<file path="src/rtl/alu_pkg.sv">
// Shared constants and pipeline-stage payload types for the ALU arbiter slice.
// Optional macro ALU_FLAGS_EN adds zero/negative/overflow flags to the result stage.
package alu_pkg;

    localparam int ALU_W = 16;
    localparam int ID_W  = 1;

    localparam logic [1:0] ALU_ADD = 2'b00;
    localparam logic [1:0] ALU_SUB = 2'b01;
    localparam logic [1:0] ALU_AND = 2'b10;
    localparam logic [1:0] ALU_OR  = 2'b11;

    // Operand-capture stage contents.
    typedef struct packed {
        logic [ID_W-1:0]  id;
        logic [1:0]       op;
        logic [ALU_W-1:0] a;
        logic [ALU_W-1:0] b;
    } s1_t;

    // Result-register stage contents.
    typedef struct packed {
        logic [ID_W-1:0]  id;
        logic [ALU_W-1:0] o;
        logic             cout;
`ifdef ALU_FLAGS_EN
        logic             zero;
        logic             neg;
        logic             ovf;
`endif
    } s2_t;

endpackage

</file>
<file path="src/rtl/alu_arbiter_if.sv">
// Request/result bundle between two ALU clients, the arbiter and the result consumer.
// Handshake: a word moves on any channel in a cycle where valid & ready are both 1 at the rising edge.
// Optional macro ALU_FLAGS_EN adds res_zero/res_neg/res_ovf.
interface alu_arbiter_if
    import alu_pkg::*;
#(
    parameter int W = ALU_W
) ();

    logic         r0_valid;
    logic         r0_ready;
    logic [1:0]   r0_op;
    logic [W-1:0] r0_a;
    logic [W-1:0] r0_b;

    logic         r1_valid;
    logic         r1_ready;
    logic [1:0]   r1_op;
    logic [W-1:0] r1_a;
    logic [W-1:0] r1_b;

    logic         res_valid;
    logic         res_ready;
    logic         res_id;
    logic [W-1:0] res_o;
    logic         res_cout;
`ifdef ALU_FLAGS_EN
    logic         res_zero;
    logic         res_neg;
    logic         res_ovf;
`endif

    modport master (
        output r0_valid, r0_op, r0_a, r0_b,
        input  r0_ready,
        output r1_valid, r1_op, r1_a, r1_b,
        input  r1_ready,
        input  res_valid, res_id, res_o, res_cout,
`ifdef ALU_FLAGS_EN
        input  res_zero, res_neg, res_ovf,
`endif
        output res_ready
    );

    modport slave (
        input  r0_valid, r0_op, r0_a, r0_b,
        output r0_ready,
        input  r1_valid, r1_op, r1_a, r1_b,
        output r1_ready,
        output res_valid, res_id, res_o, res_cout,
`ifdef ALU_FLAGS_EN
        output res_zero, res_neg, res_ovf,
`endif
        input  res_ready
    );

endinterface

</file>
<file path="src/rtl/alu.sv">
// 16-bit combinational ALU: add, sub (a + ~b + 1), and, or; carry forced to 0 for logic ops.
// Optional macro ALU_FLAGS_EN adds a signed-overflow output.
module alu
    import alu_pkg::*;
(
    input  logic [1:0]       op,
    input  logic [ALU_W-1:0] a,
    input  logic [ALU_W-1:0] b,
    output logic [ALU_W-1:0] o,
`ifdef ALU_FLAGS_EN
    output logic             ovf,
`endif
    output logic             cout
);

    logic [ALU_W-1:0] b_eff;
    logic [ALU_W:0]   sum;

    always_comb begin
        b_eff = (op == ALU_SUB) ? ~b : b;
        sum   = {1'b0, a} + {1'b0, b_eff} + {{ALU_W{1'b0}}, (op == ALU_SUB)};
        o     = '0;
        cout  = 1'b0;
        unique case (op)
            ALU_ADD, ALU_SUB: begin
                o    = sum[ALU_W-1:0];
                cout = sum[ALU_W];
            end
            ALU_AND: o = a & b;
            ALU_OR:  o = a | b;
            default: o = '0;
        endcase
    end

`ifdef ALU_FLAGS_EN
    // Overflow when both addends share a sign that the sum does not.
    assign ovf = ~op[1] & (a[ALU_W-1] == b_eff[ALU_W-1]) & (sum[ALU_W-1] != a[ALU_W-1]);
`endif

endmodule

</file>
<file path="src/rtl/rr_arb2.sv">
// Two-way round-robin arbiter; the last-served pointer moves only when a grant is taken.
module rr_arb2 (
    input  logic       clk,
    input  logic       reset,
    input  logic [1:0] req,
    input  logic       advance,
    output logic [1:0] grant
);

    logic last_q, last_d;

    always_comb begin
        grant = 2'b00;
        unique case (req)
            2'b01:   grant = 2'b01;
            2'b10:   grant = 2'b10;
            2'b11:   grant = last_q ? 2'b01 : 2'b10;
            default: grant = 2'b00;
        endcase
        last_d = advance ? grant[1] : last_q;
    end

    // Reset to "r1 served last" so r0 wins the first contention.
    always_ff @(posedge clk or negedge reset) begin
        if (!reset) last_q <= 1'b1;
        else        last_q <= last_d;
    end

endmodule

</file>
<file path="src/rtl/alu_arbiter.sv">
// Shares one ALU between two requesters: round-robin grant, operand stage S1, result stage S2.
// Optional macro ALU_FLAGS_EN registers res_zero/res_neg/res_ovf in S2 next to the result.
module alu_arbiter
    import alu_pkg::*;
#(
    parameter int W = ALU_W
) (
    input logic          clk,
    input logic          reset,
    alu_arbiter_if.slave bus
);

    if (W != ALU_W) begin : g_width_check
        $error("alu_arbiter: W must be %0d to match the alu instance", ALU_W);
    end

    s1_t        s1_q, s1_d;
    logic       s1_valid_q, s1_valid_d;
    s2_t        s2_q, s2_d;
    logic       s2_valid_q, s2_valid_d;

    logic [1:0] req, grant;
    logic       s2_load, s1_free, xfer0, xfer1;

    logic [ALU_W-1:0] alu_o;
    logic             alu_cout;
`ifdef ALU_FLAGS_EN
    logic             alu_ovf;
`endif

    assign req     = {bus.r1_valid, bus.r0_valid};
    assign s2_load = s1_valid_q & (~s2_valid_q | bus.res_ready);
    assign s1_free = ~s1_valid_q | s2_load;

    assign bus.r0_ready = grant[0] & s1_free & reset;
    assign bus.r1_ready = grant[1] & s1_free & reset;
    assign xfer0 = bus.r0_valid & bus.r0_ready;
    assign xfer1 = bus.r1_valid & bus.r1_ready;

    rr_arb2 u_arb (
        .clk     (clk),
        .reset   (reset),
        .req     (req),
        .advance (xfer0 | xfer1),
        .grant   (grant)
    );

    // The ALU only ever sees registered S1 operands.
    alu u_alu (
        .op   (s1_q.op),
        .a    (s1_q.a),
        .b    (s1_q.b),
        .o    (alu_o),
`ifdef ALU_FLAGS_EN
        .ovf  (alu_ovf),
`endif
        .cout (alu_cout)
    );

    always_comb begin
        s1_valid_d = s1_valid_q;
        s1_d       = s1_q;
        if (xfer0 | xfer1) begin
            s1_valid_d = 1'b1;
            s1_d.id    = ID_W'(xfer1);
            s1_d.op    = xfer1 ? bus.r1_op : bus.r0_op;
            s1_d.a     = xfer1 ? bus.r1_a  : bus.r0_a;
            s1_d.b     = xfer1 ? bus.r1_b  : bus.r0_b;
        end else if (s2_load) begin
            s1_valid_d = 1'b0;
        end

        s2_valid_d = s2_valid_q;
        s2_d       = s2_q;
        if (s2_load) begin
            s2_valid_d = 1'b1;
            s2_d.id    = s1_q.id;
            s2_d.o     = alu_o;
            s2_d.cout  = alu_cout;
`ifdef ALU_FLAGS_EN
            s2_d.zero  = (alu_o == '0);
            s2_d.neg   = alu_o[ALU_W-1];
            s2_d.ovf   = alu_ovf;
`endif
        end else if (bus.res_ready) begin
            s2_valid_d = 1'b0;
        end
    end

    // Reset discards anything in flight; nothing is replayed afterwards.
    always_ff @(posedge clk or negedge reset) begin
        if (!reset) begin
            s1_valid_q <= 1'b0;
            s1_q       <= '0;
            s2_valid_q <= 1'b0;
            s2_q       <= '0;
        end else begin
            s1_valid_q <= s1_valid_d;
            s1_q       <= s1_d;
            s2_valid_q <= s2_valid_d;
            s2_q       <= s2_d;
        end
    end

    assign bus.res_valid = s2_valid_q;
    assign bus.res_id    = s2_q.id;
    assign bus.res_o     = s2_q.o;
    assign bus.res_cout  = s2_q.cout;
`ifdef ALU_FLAGS_EN
    assign bus.res_zero  = s2_q.zero;
    assign bus.res_neg   = s2_q.neg;
    assign bus.res_ovf   = s2_q.ovf;
`endif

endmodule

</file>
<file path="src/flat_wrapper.sv">
// flat-port wrapper written by rule: the top's interface ports become plain ports
module alu_arbiter_flat import alu_pkg::*;
#(
    parameter int W = ALU_W
)
  (clk, reset, bus_r0_valid, bus_r0_op, bus_r0_a, bus_r0_b, bus_r0_ready, bus_r1_valid, bus_r1_op, bus_r1_a, bus_r1_b, bus_r1_ready, bus_res_valid, bus_res_id, bus_res_o, bus_res_cout, bus_res_ready);
  alu_arbiter_if #(.W(W)) bus_i ();
  input logic clk;
  input logic reset;
  input wire logic [$bits(bus_i.r0_valid)-1:0] bus_r0_valid;
  input wire logic [$bits(bus_i.r0_op)-1:0] bus_r0_op;
  input wire logic [$bits(bus_i.r0_a)-1:0] bus_r0_a;
  input wire logic [$bits(bus_i.r0_b)-1:0] bus_r0_b;
  output wire logic [$bits(bus_i.r0_ready)-1:0] bus_r0_ready;
  input wire logic [$bits(bus_i.r1_valid)-1:0] bus_r1_valid;
  input wire logic [$bits(bus_i.r1_op)-1:0] bus_r1_op;
  input wire logic [$bits(bus_i.r1_a)-1:0] bus_r1_a;
  input wire logic [$bits(bus_i.r1_b)-1:0] bus_r1_b;
  output wire logic [$bits(bus_i.r1_ready)-1:0] bus_r1_ready;
  output wire logic [$bits(bus_i.res_valid)-1:0] bus_res_valid;
  output wire logic [$bits(bus_i.res_id)-1:0] bus_res_id;
  output wire logic [$bits(bus_i.res_o)-1:0] bus_res_o;
  output wire logic [$bits(bus_i.res_cout)-1:0] bus_res_cout;
  input wire logic [$bits(bus_i.res_ready)-1:0] bus_res_ready;
  assign bus_i.r0_valid = bus_r0_valid;
  assign bus_i.r0_op = bus_r0_op;
  assign bus_i.r0_a = bus_r0_a;
  assign bus_i.r0_b = bus_r0_b;
  assign bus_r0_ready = bus_i.r0_ready;
  assign bus_i.r1_valid = bus_r1_valid;
  assign bus_i.r1_op = bus_r1_op;
  assign bus_i.r1_a = bus_r1_a;
  assign bus_i.r1_b = bus_r1_b;
  assign bus_r1_ready = bus_i.r1_ready;
  assign bus_res_valid = bus_i.res_valid;
  assign bus_res_id = bus_i.res_id;
  assign bus_res_o = bus_i.res_o;
  assign bus_res_cout = bus_i.res_cout;
  assign bus_i.res_ready = bus_res_ready;
  alu_arbiter #(.W(W)) u_core (.clk(clk), .reset(reset), .bus(bus_i));
endmodule
</file>
<file path="config.mk">
export PLATFORM = sky130hd
export DESIGN_NAME = alu_arbiter_flat
export DESIGN_NICKNAME = d
export VERILOG_FILES = /design/src/rtl/alu_pkg.sv /design/src/rtl/alu_arbiter_if.sv /design/src/rtl/alu.sv /design/src/rtl/rr_arb2.sv /design/src/rtl/alu_arbiter.sv /design/src/flat_wrapper.sv
export SDC_FILE = /design/constraint.sdc
export NUM_CORES = 1
export LEC_CHECK = 0
export ABC_AREA = 0
export BUFFER_PORTS_ARGS = -buffer_cell sky130_fd_sc_hd__buf_2
export CORE_MARGIN = 5
export CORE_UTILIZATION = 45
export DETAILED_ROUTE_END_ITERATION = 7
export GPL_TIMING_DRIVEN = 0
export PLACE_DENSITY = 0.8
export SLEW_MARGIN = 40
export SYNTH_ARGS = -nofsm -noshare
export SYNTH_HDL_FRONTEND = slang
export SYNTH_SLANG_ARGS = --single-unit
export TNS_END_PERCENT = 100
</file>
<file path="constraint.sdc">
create_clock -name clk -period 7.08 [get_ports clk]
set_input_delay 1.416 -clock clk [delete_from_list [all_inputs] [get_ports clk]]
set_output_delay 1.416 -clock clk [all_outputs]
set_load 0.03 [all_outputs]
</file>
==> run summary, run 1 <==
By area the synthesized netlist is led by sky130_fd_sc_hd__dfrtp_1 (38%), sky130_fd_sc_hd__mux2i_1 (9.8%), sky130_fd_sc_hd__o21ai_0 (8.5%), sky130_fd_sc_hd__nand2_1 (6.5%), sky130_fd_sc_hd__ha_1 (6.2%). 94 I/O pins were placed. The growth of design area from synthesis to finish was 20.3%.

The tools report the number of antenna violations at the first check in global routing as 0. The Yosys step of the flow raised 0 warnings. Dividing the detail-routed wire length by the instance count gives 16.3 um.

The number of cells produced by synthesis came out at 395. The number of antenna diodes in the final layout is 0. In this run, distinct cell masters in the synthesized netlist total 53. Once the floorplan was initialized, standard cells occupied 46.9% of the core. TritonCTS built the clock tree. The largest area contributor in the netlist is sky130_fd_sc_hd__dfrtp_1. In this run, the number of DRC markers left after iteration 0 of detailed routing was 204. The number of CTS-inserted buffers is 5. Counting every sink on the clock net gives 56.

Row generation in the floorplan step produced 32 rows. The run finished with clean final reports. Setup repair after global routing left no endpoint under its margin. Setup total negative slack on the finished layout was measured at 0 ns. The clock passes through at most 2 buffers. Traced cell by cell, the critical path runs through buf_4 > nand2_1 > nor2_1 > clkbuf_1 > buf_2.

The number of failing hold endpoints at the final stage came out at 0. The floorplan step set the die height to 100 um. The final max-slew violation count is 0. In the post-synthesis netlist, the cell with the most instances is sky130_fd_sc_hd__nand2_1.

Cells with a size suffix above 1 make up 25.8% of the layout. Of the total power, combinational logic draws 60.9%. For the pin with the worst max-slew slack, the measured transition is 0.532 ns. In this run the static leakage power is 0.00221 uW.

On the final layout, the worst clock skew is 0.00806 ns. The pin count of the biggest net entering global routing was 59; the total global routing track utilization was 20.1%. Along the worst path, the maximum fanout reaches 28. After synthesis the netlist holds a flip-flop and latch count of 56. Of the total power, the clock network draws 11.7%. Clock-pin slew was measured on the worst setup and hold paths at 0.10 ns. The global-route wire length before repair is 16,200 um, and the number of vias per cell after detailed routing is 5.41.

The run gives 0.912 as the final RePlAce weighted congestion. The buffers inserted during post-CTS setup optimization was 0. The data arrival time at the worst-slack endpoint came out at 2.88 ns.

The tools report the startpoint type of the worst setup path as an input pin. For this design, the slowest cell found on the critical path is sky130_fd_sc_hd__nor2_1. For the worst relative slew slack, the log shows 64.5%.

A synthesized cell averages 9.27 sq um. Summed over all layers, the global routing overflow is 0. The worst-case IR drop observed on VDD is 0.168 mV. CTS placed an instance of sky130_fd_sc_hd__clkbuf_8 at the clock tree root.

Of the total power, registers draw 27.4%. Setup violations remaining at the end of the flow were counted as 0. Sorting the synthesized cells by how often they occur yields sky130_fd_sc_hd__nand2_1 (63), sky130_fd_sc_hd__o21ai_0 (62), sky130_fd_sc_hd__dfrtp_1 (55). Including well taps, the total number of placed cells is 590. Internal power comes to 1070 uW. The via count of the first global-routing pass was 3,385. Summing every instance area after synthesis gives 3660 sq um. The number of design rule violations left after detail routing was 0; the final-stage net count was 588. The largest single stage delay on the critical path is 0.38 ns. For the detailed-route wire length, the log shows 9770 um.

The type of the setup path with the least slack was input pin to primary output. The region available for standard cell placement spans 7810 sq um. In the finished design, the share of the clock period the worst path needs comes to 60.7%.

The top flip-flop cell by instance count after synthesis is sky130_fd_sc_hd__dfrtp_1. For the first-pass detailed-route iteration total, the log shows 5. The achievable clock frequency came out at 233 MHz. The number of standard cells in the final layout excluding fillers is 599.

When the netlist entered floorplanning its net count stood at 487. Of the total power, the share spent switching nets is 45.8%. After layout, the minimum clock period comes to 4.30 ns. Data on the critical path is required at its endpoint by 5.66 ns. Counting flops with a built-in enable in the synthesized netlist gives 0. The routed layout has 3,242 vias. STA classifies the critical path endpoint as a primary output. The count of buffers inserted at the top-level ports was 93. In this run the power density over the cells is 451 nW/um^2. Summed over its instances, the top area cell type makes up 37.6% of the synthesized netlist area. Hold repair after CTS inserted 0 buffers.

Once detail routing completed, the nets flagged for antenna violations numbered 0. Counting flops with an async set or reset pin after synthesis yields a share of 100%. The die outline area is 10,000 sq um.

The total power of the final layout was 1980 uW; the level count of the clock H-tree was 2. The run gives 7760 um as the final HPWL from detailed placement. The worst hold-check path type was flop to flop.

The analysis attributes to net switching a power of 908 uW. The source-to-sink clock delay at the later pin of the worst-skew pair is 0.32 ns, and the width of the die is 100 um. The logs give 0 for the post-cts repair resize count and 0.486 ns for the tightest hold margin. The logs give 0 for the count of max-cap constraint violations and 38.3% for the sequential fraction of the synthesis area.
cell usage in the layout (no fill, tap or decap), types with 9 or more instances in the layout:
cell / Yosys / routed
sky130_fd_sc_hd__nand2_1: 63 / 63
sky130_fd_sc_hd__a21oi_1: 16 / 16
sky130_fd_sc_hd__nor2_1: 13 / 13
sky130_fd_sc_hd__maj3_1: 9 / 9
sky130_fd_sc_hd__dfrtp_1: 55 / 55
sky130_fd_sc_hd__mux2i_1: 36 / 36
sky130_fd_sc_hd__buf_2: 5 / 97
sky130_fd_sc_hd__ha_1: 18 / 18
sky130_fd_sc_hd__clkbuf_1: 11 / 11
sky130_fd_sc_hd__xnor2_1: 21 / 21
sky130_fd_sc_hd__a21o_1: 9 / 9
sky130_fd_sc_hd__o21ai_0: 62 / 62
registers in the layout (all words and copies together), names as in the netlist:
name                  count
u_core.bus.res_cout       1
u_core.bus.res_id         1
u_core.bus.res_o         16
u_core.bus.res_valid      1
u_core.s1_q              35
u_core.s1_valid_q         1
u_core.u_arb.last_q       1
critical path, delay by kind of cell:
kind | cells | cell delay (ns)
buffers and inverters | 3 | 0.96
and+or+nand+nor | 2 | 0.49
layout make-up:
type                    count  area [sq um]
fillers                   726          3410
multi-input cells         309          2110
flip-flops and latches     56          1400
repair buffers             94           488
well taps                 102           128
plain buffers              23           123
clock buffers               7          96.3
clock inverters             1          30.0
inverters                   7          26.3
power by group through the flow:
stage          Combinational (uW)  Sequential, uW  Clock, uW
2_1_floorplan                 827             623          0
3_3_place_gp                 1160             540          0
3_5_place_dp                 1190             549          0
4_1_cts                      1200             543        234
5_1_grt                      1340             562        246
6_report                     1210             543        233
per-stage QoR:
step           area [sq um]  setup WS (ns)  utilization, %
6_report               4400           2.78            56.4
5_1_grt                4400           2.52            56.4
4_1_cts                4380           2.42            56.1
3_5_place_dp           4260           2.43            54.5
3_3_place_gp           4250           2.07            54.5
2_1_floorplan          3660           3.24               -
path summary, 6_finish.rpt:
| path | start | to | slack, ns | cells after the start |
|---|---|---|---|---|
| max in group asynchronous | reset | u_core.s1_q[11] | 5.59 | 2 |
| max reg2reg | u_core.s1_q[32] | u_core.bus.res_cout | 3.47 | 12 |
| min reg2reg | u_core.bus.res_o[7] | u_core.bus.res_o[7] | 0.49 | 2 |
| min in group asynchronous | reset | u_core.s1_q[20] | 1.00 | 1 |
| max | reset | bus_r1_ready | 2.78 | 5 |
| min | u_core.bus.res_o[7] | u_core.bus.res_o[7] | 0.49 | 2 |
routing by layer:
layer	part of all wire [%]	vias up	global-route usage, %
met5	0	-	0
met4	1.4	0	5.18
met3	5.3	10	3.47
met2	48	88	33.9
met1	45	1543	26.8
li1	-	1601	-
cells by family after synthesis:
| family | synth area share (%) |
|---|---|
| XOR/XNOR | 6.22 |
| AND/OR/NAND/NOR | 12.2 |
| buffers and inverters | 4.07 |
| AO/OA/AOI/OAI | 20.1 |
| flip-flops | 38.3 |
| multiplexers | 9.85 |
| adder cells (fa/ha/maj) | 9.16 |
(Power assumes the default switching activity.)
==> run 2, diff against run 1 <==
- ABC_AREA: 0 -> 1
- PLACE_DENSITY: 0.8 -> 0.82
- clock period: 7.08 -> 3.8 ns (I/O delays scaled with it)
==> run 2 against run 1 <==
Net effect: via count is 18% higher; wire length is 15% higher; area after synthesis is 0.79% higher; critical path type unchanged; critical endpoint is now bus_r0_ready; highest routed layer unchanged.
==> run summary, run 2 <==
After Yosys synthesis, full adders, half adders and majority gates account for 6.65% of the synthesized area. For this design, the slowest cell found on the critical path is sky130_fd_sc_hd__buf_4. The die is 101 um tall.

Critical path startpoint: reset. For this run, the number of Yosys warnings is 0. The worst register-to-register path begins at u_core.s1_q[32]. By instance count, the cell type seen most on the critical path is sky130_fd_sc_hd__buf_2. Ranked by flip-flop count, first place goes to u_core.s1_q. The count of standard-cell rows came out at 33. The logs give 38.0% for the sequential fraction of the synthesis area and 3690 sq um for the netlist area before placement. The detailed-route wire length is 11,200 um, and the first-pass detailed-route iteration total is 6.

Max-cap violations in this run came to 0. After the first detailed-routing iteration, the DRC count stood at 244. The share of async-settable or async-resettable flops after synthesis was 100%. Data on the critical path arrives at its endpoint at 2.38 ns. For this run, the slowest stage of the critical path takes 0.55 ns. Summed over all layers, the global routing overflow is 0. In the final routed layout, each cell accounts on average for 16.2 um. The number of different library cells used by synthesis comes to 36.

For this design the static power due to leakage is 0.00229 uW. From left edge to right edge, the die measures 101 um. Synthesis handed over a netlist of 486 instances.

Synthesis produced a netlist with a net count of 578. Of the cells placed in the final design, the portion with a size suffix greater than 1 is 22.3%. The multi-input combinational cells in the finished layout cover a total of 1960 sq um.

At the end of routability-driven placement, the weighted congestion stood at 0.940. The basic-gate share of the synthesized area counting and, or, nand and nor cells came out at 18.5%. Largest area contributor in the netlist: sky130_fd_sc_hd__dfrtp_1.

Between clock sinks in the finished design, the worst skew comes to 0.00538 ns. The count of inserted antenna diode cells came out at 0. For the pin with the worst max-slew slack, the measured transition is 0.723 ns. Count of buffers inserted at the top-level ports: 93. Setup violations remaining at the end of the flow were counted as 0. Synthesis inferred 56 register bits. The floorplan step defined a die boundary enclosing 10,100 sq um. Of the post-synthesis cell area, the part taken by muxes is 0%. Buffers inserted during post-CTS setup optimization: 0. Ranked by total cell area, the synthesized netlist is headed by sky130_fd_sc_hd__dfrtp_1 (37%), sky130_fd_sc_hd__nand2_1 (8.0%), sky130_fd_sc_hd__a21oi_1 (7.3%), sky130_fd_sc_hd__ha_1 (6.1%), sky130_fd_sc_hd__inv_1 (5.8%). In this run the biggest area consumer among cell types represents 37.3% of the synthesized area. The number of design rule violations left after detail routing came out at 0.

The setup path with the least slack is of type input pin to primary output. The commonest cells after synthesis are sky130_fd_sc_hd__nand2_1 (79), sky130_fd_sc_hd__inv_1 (57), sky130_fd_sc_hd__dfrtp_1 (55). For the total power of the final layout, the log shows 3260 uW. The core region is 8090 sq um.

The count of flip-flops with a built-in enable after synthesis is 0, and the number of vias per cell after detailed routing is 5.52. The initial utilization of the core area, before any placement, comes to 45.6%. The worst relative slew slack is 51.8%. The tools report the source-to-sink clock delay at the later pin of the worst-skew pair as 0.31 ns.

The number of antenna violations at the first check in global routing was 0; the post-CTS clock slew at the launch and capture registers of the worst setup and hold paths was 0.10 ns. Summing all flip-flop and latch instances after layout gives 1400 sq um. The run gives 58 as the pin count of the biggest net entering global routing. In the global route stage, overall resource usage came out at 22.8%. Buffers inserted to repair hold after CTS numbered 0. Data on the critical path is required at its endpoint by 3.04 ns. The setup slack of the most critical reg-to-reg path came out at 1.22 ns.

Counting the fill cells in the layout gives 803. The first global-routing pass estimated 18,500 um of wire. The detail route stage leaves a number of antenna-violating nets equal to 0. Counting I/O delays and the setup requirement, the final critical path takes 3.14 ns.

The number of flip-flops in the largest register is 35, and the via total after detailed routing is 3,823. In this run the power density over the cells is 743 nW/um^2. The per-instance average area after synthesis came out at 7.59 sq um. Summing the areas of all xor and xnor instances in the mapped netlist gives 4.99% of the synthesized area.

Setup repair after global routing left no endpoint under its margin. After routing, the total negative slack on setup checks comes to 0 ns. The run gives 318 MHz as the achievable clock frequency. Leaving out fill and tap cells, the most frequent cell in the layout is sky130_fd_sc_hd__buf_2.

The biggest fanout along the worst timing path came out at 57. TritonCTS built the clock tree. Final-stage net count: 678. From synthesis to final layout, the design area changed by 18.7%.

The clock passes through at most 2 buffers. Worst voltage drop across the vdd grid: 0.260 mV. The final max-slew violation count came out at 0. The critical path goes through buf_4 > nand2_2 > nor2_4 > buf_2 > buf_2. Summing the areas of all compound-gate instances in the mapped netlist gives 23.0% of the synthesized area. For the number of CTS-inserted buffers, the log shows 5.

Detailed placement finished with a half-perimeter wire length of 8840 um. The post-cts repair resize count is 0. By instance count, the leading cell after synthesis is sky130_fd_sc_hd__nand2_1.

The tools report the startpoint type of the worst setup path as an input pin. The number of failing hold endpoints at the final stage is 0. The via count of the first global-routing pass was 3,876.

The level count of the clock H-tree came out at 2. The cell chosen for the clock root was sky130_fd_sc_hd__clkbuf_8. Leaving out fill and tap cells, the most frequent cells in the layout are sky130_fd_sc_hd__buf_2 (106), sky130_fd_sc_hd__nand2_1 (79), sky130_fd_sc_hd__inv_1 (57). 94 I/O pins were placed. Top flip-flop cell by instance count after synthesis: sky130_fd_sc_hd__dfrtp_1. In this run the worst hold path is classified as input pin to async pin. The flow ran to the end, and the final reports show no timing, DRC or antenna violations. The dominant combinational cell family by area after synthesis was compound AO/OA/AOI/OAI gates. STA classifies the critical path endpoint as a primary output.

For the total number of clock tree sinks, the log shows 56. The fraction of the cycle the final worst path needs came out at 82.7%.
run 2: final timing paths:
kind | endpoint | cells past startpoint
setup / recovery | bus_r0_ready | 5
hold / removal | u_core.bus.res_id | 1
setup reg to reg | u_core.bus.res_o[14] | 14
hold reg to reg | u_core.bus.res_id | 2
max in group asynchronous | u_core.bus.res_o[5] | 1
min in group clk | u_core.bus.res_id | 2
run 2: cell type report:
type	count	area share (%)
Multi-Input combinational cell	350	44.8
Sequential cell	56	32.0
Timing Repair Buffer	93	10.7
Inverter	61	5.23
Tap cell	105	3.00
Buffer	19	2.20
Clock buffer	5	1.57
Clock inverter	3	0.514
run 2: power by group:
| part | internal (uW) | switching (uW) |
|---|---|---|
| combinational | 688 | 1300 |
| clock | 133 | 213 |
| sequential | 790 | 127 |
run 2: through the flow:
step                hold slack (ns)  std cells  setup WS, ns  utilization [%]  area (sq um)
finish                        0.483        692         0.656             54.1          4380
global route                  0.521        692         0.421             54.1          4380
CTS                           0.494        692         0.615             54.1          4380
detailed placement            0.468        684         0.627             53.0          4290
global placement              0.464        684         0.238             53.0          4290
floorplan                     0.464        486          1.56                -          3690
run 2: worst max-delay path: cells and delay by family:
kind	cells	cell delay (ns)
AND/OR/NAND/NOR	2	0.51
buffers and inverters	3	1.10
run 2: logic make-up after synthesis:
| family | after synthesis |
|---|---|
| xor gates and xnor gates | 21 |
| buffers and inverters | 80 |
| DFF | 56 |
| and+or+nand+nor | 162 |
| AOI/OAI and AO/OA | 148 |
| adders and majority gates | 19 |
run 2: per-layer routing:
layer	up-vias	track usage (%)	part of all wire, %
li1	1838	-	-
met1	1776	30.6	43
met2	181	37.2	47
met3	28	3.60	7.4
met4	0	8.81	2.8
met5	-	0	0
